File: src/rtl/alu_cmd_ctrl.sv
// alu_cmd_ctrl: command/operand controller in front of a 4-bit combinational ALU.
// Owns a small register file, issues one command at a time (IDLE -> EXEC -> RESP),
// writes the ALU result (or a load immediate) back and returns a response.
// Optional build macro ALU_CMD_CTRL_STICKY_EN adds a sticky carry flag with a clear input.
module alu_cmd_ctrl #(
  parameter int unsigned RF_DEPTH = 4,
  parameter int unsigned RF_AW    = 2
) (
  input  logic             clk,
  input  logic             rst_n,
  // Command interface
  input  logic             cmd_valid,
  output logic             cmd_ready,
  input  logic             cmd_ld,
  input  logic [2:0]       cmd_sel,
  input  logic [RF_AW-1:0] cmd_rd,
  input  logic [RF_AW-1:0] cmd_rs1,
  input  logic [RF_AW-1:0] cmd_rs2,
  input  logic [3:0]       cmd_imm,
  // ALU operand side (registered)
  output logic [3:0]       alu_a,
  output logic [3:0]       alu_b,
  output logic [2:0]       alu_sel,
  // ALU result side (combinational from alu_a/alu_b/alu_sel)
  input  logic [3:0]       alu_result,
  input  logic             alu_carry,
  input  logic             alu_zero,
  // Response interface
  output logic             rsp_valid,
  input  logic             rsp_ready,
  output logic [3:0]       rsp_data,
  output logic             rsp_carry,
  output logic             rsp_zero,
`ifdef ALU_CMD_CTRL_STICKY_EN
  input  logic             sticky_clr,
  output logic             sticky_carry,
`endif
  // Debug read port
  input  logic [RF_AW-1:0] dbg_addr,
  output logic [3:0]       dbg_data
);

  // Address width must cover the register file exactly.
  if (RF_AW != $clog2(RF_DEPTH)) begin : gen_param_check
    $error("alu_cmd_ctrl: RF_AW must equal log2(RF_DEPTH)");
  end

  typedef enum logic [1:0] {
    StIdle,
    StExec,
    StResp
  } state_e;

  state_e           state_q, state_d;
  logic [3:0]       rf_q [RF_DEPTH];
  logic             ld_q;
  logic [RF_AW-1:0] rd_q;
  logic [3:0]       imm_q;

  logic             accept;
  logic             exec;
  logic             rsp_fire;
  logic [3:0]       wr_data;
  logic             wr_carry;
  logic             wr_zero;

  assign cmd_ready = (state_q == StIdle);
  assign accept    = cmd_valid && cmd_ready;
  assign exec      = (state_q == StExec);
  assign rsp_fire  = (state_q == StResp) && rsp_valid && rsp_ready;

  // Next-state logic: fixed one-cycle EXEC, RESP waits for the response handshake.
  always_comb begin
    state_d = state_q;
    unique case (state_q)
      StIdle:  if (accept) state_d = StExec;
      StExec:  state_d = StResp;
      StResp:  if (rsp_fire) state_d = StIdle;
      default: state_d = StIdle;
    endcase
  end

  // Write-back value: immediate for loads, ALU outputs passed through otherwise.
  always_comb begin
    wr_data  = alu_result;
    wr_carry = alu_carry;
    wr_zero  = alu_zero;
    if (ld_q) begin
      wr_data  = imm_q;
      wr_carry = 1'b0;
      wr_zero  = (imm_q == 4'd0);
    end
  end

  // State register.
  always_ff @(posedge clk or negedge rst_n) begin
    if (!rst_n) begin
      state_q <= StIdle;
    end else begin
      state_q <= state_d;
    end
  end

  // Command capture and operand issue; operands read the file before any write-back.
  always_ff @(posedge clk or negedge rst_n) begin
    if (!rst_n) begin
      ld_q    <= 1'b0;
      rd_q    <= '0;
      imm_q   <= 4'd0;
      alu_a   <= 4'd0;
      alu_b   <= 4'd0;
      alu_sel <= 3'd0;
    end else if (accept) begin
      ld_q    <= cmd_ld;
      rd_q    <= cmd_rd;
      imm_q   <= cmd_imm;
      alu_a   <= rf_q[cmd_rs1];
      alu_b   <= rf_q[cmd_rs2];
      alu_sel <= cmd_sel;
    end
  end

  // Register file: single write port, written only on the EXEC edge.
  always_ff @(posedge clk or negedge rst_n) begin
    if (!rst_n) begin
      for (int i = 0; i < int'(RF_DEPTH); i++) begin
        rf_q[i] <= 4'd0;
      end
    end else if (exec) begin
      rf_q[rd_q] <= wr_data;
    end
  end

  // Response register: loaded on EXEC, held through RESP until the handshake.
  always_ff @(posedge clk or negedge rst_n) begin
    if (!rst_n) begin
      rsp_valid <= 1'b0;
      rsp_data  <= 4'd0;
      rsp_carry <= 1'b0;
      rsp_zero  <= 1'b0;
    end else if (exec) begin
      rsp_valid <= 1'b1;
      rsp_data  <= wr_data;
      rsp_carry <= wr_carry;
      rsp_zero  <= wr_zero;
    end else if (rsp_fire) begin
      rsp_valid <= 1'b0;
    end
  end

`ifdef ALU_CMD_CTRL_STICKY_EN
  // Sticky carry: set by any ALU op producing carry; set has priority over clear.
  always_ff @(posedge clk or negedge rst_n) begin
    if (!rst_n) begin
      sticky_carry <= 1'b0;
    end else if (exec && !ld_q && alu_carry) begin
      sticky_carry <= 1'b1;
    end else if (sticky_clr) begin
      sticky_carry <= 1'b0;
    end
  end
`endif

  assign dbg_data = rf_q[dbg_addr];

endmodule
File: config.mk
export PLATFORM = sky130hd
export DESIGN_NAME = alu_cmd_ctrl
export DESIGN_NICKNAME = d
export VERILOG_FILES = /design/src/rtl/alu_cmd_ctrl.sv
export SDC_FILE = /design/constraint.sdc
export NUM_CORES = 1
export LEC_CHECK = 0
export BUFFER_PORTS_ARGS = -buffer_cell sky130_fd_sc_hd__buf_4
export CAP_MARGIN = 25
export CELL_PAD_IN_SITES_DETAIL_PLACEMENT = 0
export CELL_PAD_IN_SITES_GLOBAL_PLACEMENT = 1
export CORE_ASPECT_RATIO = 2
export CORE_MARGIN = 2
export CORE_UTILIZATION = 29
export DETAILED_ROUTE_END_ITERATION = 16
export PLACE_DENSITY_LB_ADDON = 0.1
export SYNTH_ARGS = -nofsm -noshare
export SYNTH_HDL_FRONTEND = slang
export SYNTH_SLANG_ARGS = --single-unit
File: constraint.sdc
create_clock -name clk -period 1.28 [get_ports clk]
set_input_delay 0.256 -clock clk [delete_from_list [all_inputs] [get_ports clk]]
set_output_delay 0.256 -clock clk [all_outputs]
set_load 0.01 [all_outputs]
==> metrics.txt <==
clock sink count 43; CTS buffer count 5; Slew headroom 0.618; CTS tree done; vias per std cell 4.75; final worst setup slack -0.279 ns; largest net degree at the start of global routing 44; top_reg_cell synth dfrtp_1; M1 WL 1860 microns; CTS H-tree depth 2; Final period util 1.22; worst skew pair latency 0.29 ns; #FFs+latches synth 43; total power 3.00 mW; sequential area share after synthesis 0.541; CP max FO 2; Worst Tran Pin Value 0.572 ns; Initial Utilization 0.301; Vias 1497; WL final between 5000 and 6000 microns; number of buffers added on ports 48; Max-Cap Viols 0; post-synth top area share 0.541; Setup Skew 0.00401 ns; post-route minimum period about 1.6 ns; Post-synth EDFFs 0; Async SR Flop Fraction 1.00; DRC 0; first-pass GRT wire length 7920 microns; top cells by count, synth dfrtp_1 (43), mux2_2 (18), a21oi_1 (14); failing checks setup timing; Worst setup SP type flop; fin area 3060 sq um; unrepaired setup endpoints after global routing yes; Final nets between 200 and 300; WL met3 202 microns; die width 62.6 microns; syn avg cell area 13.7 sq um; share of cells above drive strength 1 0.617; smallest hold slack approximately 0.20 ns; Slew Viols, Final 0; max layer used met4; Routability Congestion 0.676; io pins approximately 50; dpl ws -0.118 ns; GR Overflow Total 0; core region area 6620 sq um; DIE HEIGHT 121 microns; CTS Root Buffer Type clkbuf_16; Inserted Diodes 0; post-detailed-route count of antenna-violating nets 0; vias in the first global route 1558; cell row count 42; deepest clock path buffer count 2; critical path class reg -> out; length of the first detailed-routing pass in iterations 4; area grow syn2layout 53.6%; PwrDens 981 nW/um^2; most common cell in the netlist dfrtp_1; post-DP HPWL 3350 microns; Max IR drop VDD roughly 0.9 mV; Syn. warnings 0; Lkg Pwr 1.34 nW; library cells used by synthesis 21; Synth area leaders dfrtp_1 (54%), mux4_1 (11%), mux2_2 (10%); Placed Cells 284; Cells after Synth 145; Placed Area approximately 2500 sq um; Fmax roughly 640 MHz; clk slew on worst S/H paths 0.06 ns; final hold viol count 0; Mapped Area 1990 sq um; Global Route Usage Sum 0.139; Critical Path AT 1.30 ns; Critical Path End Type primary output; post-route insts no fill 315; Setup-failing EPs final 16; Synth Net Count between 150 and 200; die area 7580 sq um; required time of the critical path 1.02 ns; Yosys top cell by area dfrtp_1; status finished with violations; Reg2Reg Setup Slack -0.12 ns; HP Class in -> reg; initial drt markers around 60; detailed-route wire length per cell 16.2 microns; initial antenna violation count 0; met2 WL between 2000 and 3000 microns
[repair_timing]
action / in CTS / in global routing
setup endpoints to repair: 27 / 41
buffers inserted: 19 / 2
hold buffers: 1 / 0
resized for setup: 16 / 51
gates cloned: 0 / 1
pin swaps: 2 / 5
endpoints found under the hold margin: 43 / 0
[area by class of cell]
type / instances / area (sq um)
Timing Repair Buffer: 79 / 698
Inverter: 2 / 7.51
Sequential cell: 43 / 1080
Tap cell: 88 / 110
Clock inverter: 2 / 35.0
Multi-Input combinational cell: 95 / 987
Clock buffer: 6 / 139
Fill cell: 656 / 3560
[placed cells by master, fill, tap and decap left out]
cell	instances
o21ai_0	9
buf_12	1
a21oi_1	8
mux4_1	1
mux2_2	13
dfrtp_1	40
buf_6	24
nor2_1	3
buf_4	53
clkbuf_8	1
clkbuf_16	5
nor4bb_4	1
nor2_2	3
mux2_4	5
nand2_1	13
clkinv_2	1
nand2b_1	2
a21oi_2	6
mux4_2	11
nand2_8	2
nand3b_1	1
nand4b_1	1
mux2i_2	2
dfrtp_2	3
o21ai_1	1
bufinv_16	1
nor4_1	1
mux2i_1	3
nor4bb_1	1
dlygate4sd3_1	1
nor2_4	7
inv_1	2
nor4b_4	1
[power by group]
| part | switching (mW) | internal (mW) |
|---|---|---|
| combinational | 0.0715 | 0.0709 |
| sequential | 0 | 1.36 |
| clock | 0.526 | 0.970 |
| total | 0.597 | 2.40 |
[flip-flops by register name, indices dropped and copies added, names as in the netlist]
register / flops
rf_q: 16
alu_a: 4
alu_b: 4
imm_q: 4
rsp_data: 4
alu_sel: 3
rd_q: 2
state_q: 2
ld_q: 1
rsp_carry: 1
rsp_valid: 1
rsp_zero: 1
[final timing paths]
path	startpoint	endpoint	cells past startpoint
max	rf_q[0]	dbg_data[0]	2
min	cmd_imm[0]	imm_q[0]	2
max reg2reg	rf_q[0]	alu_a[0]	3
min reg2reg	rsp_data[0]	rsp_data[0]	2
max in group asynchronous	rst_n	ld_q	2
min in group asynchronous	rst_n	alu_sel[1]	2
[per-stage QoR]
stage          setup TNS (ns)  utilization
6_report                -1.88        0.462
5_1_grt                 -2.81        0.462
4_1_cts                 -1.94        0.431
3_5_place_dp            -1.07        0.378
3_3_place_gp           -0.909        0.378
2_1_floorplan               0            -
[kinds of logic (layout without fill, tap and decap cells)]
| family | Yosys count | after routing | synth area share |
|---|---|---|---|
| flip-flops | 43 | 43 | 0.541 |
| AND/OR/NAND/NOR | 35 | 36 | 0.0981 |
| AO/OA/AOI/OAI | 24 | 24 | 0.0603 |
| buffers and inverters | 8 | 89 | 0.0233 |
| multiplexers | 35 | 35 | 0.278 |
[routing by layer]
layer	global-route usage	up-vias
li1	-	693
met1	0.146	752
met2	0.256	44
met3	0.0315	8
met4	0.0653	0
met5	0	-
[critical path, stage by stage (launching register included)]
cell     delay (ns)
dfrtp_1        0.40
mux4_2         0.48
buf_6          0.14
Note: power is estimated with default switching activity, not from simulation.
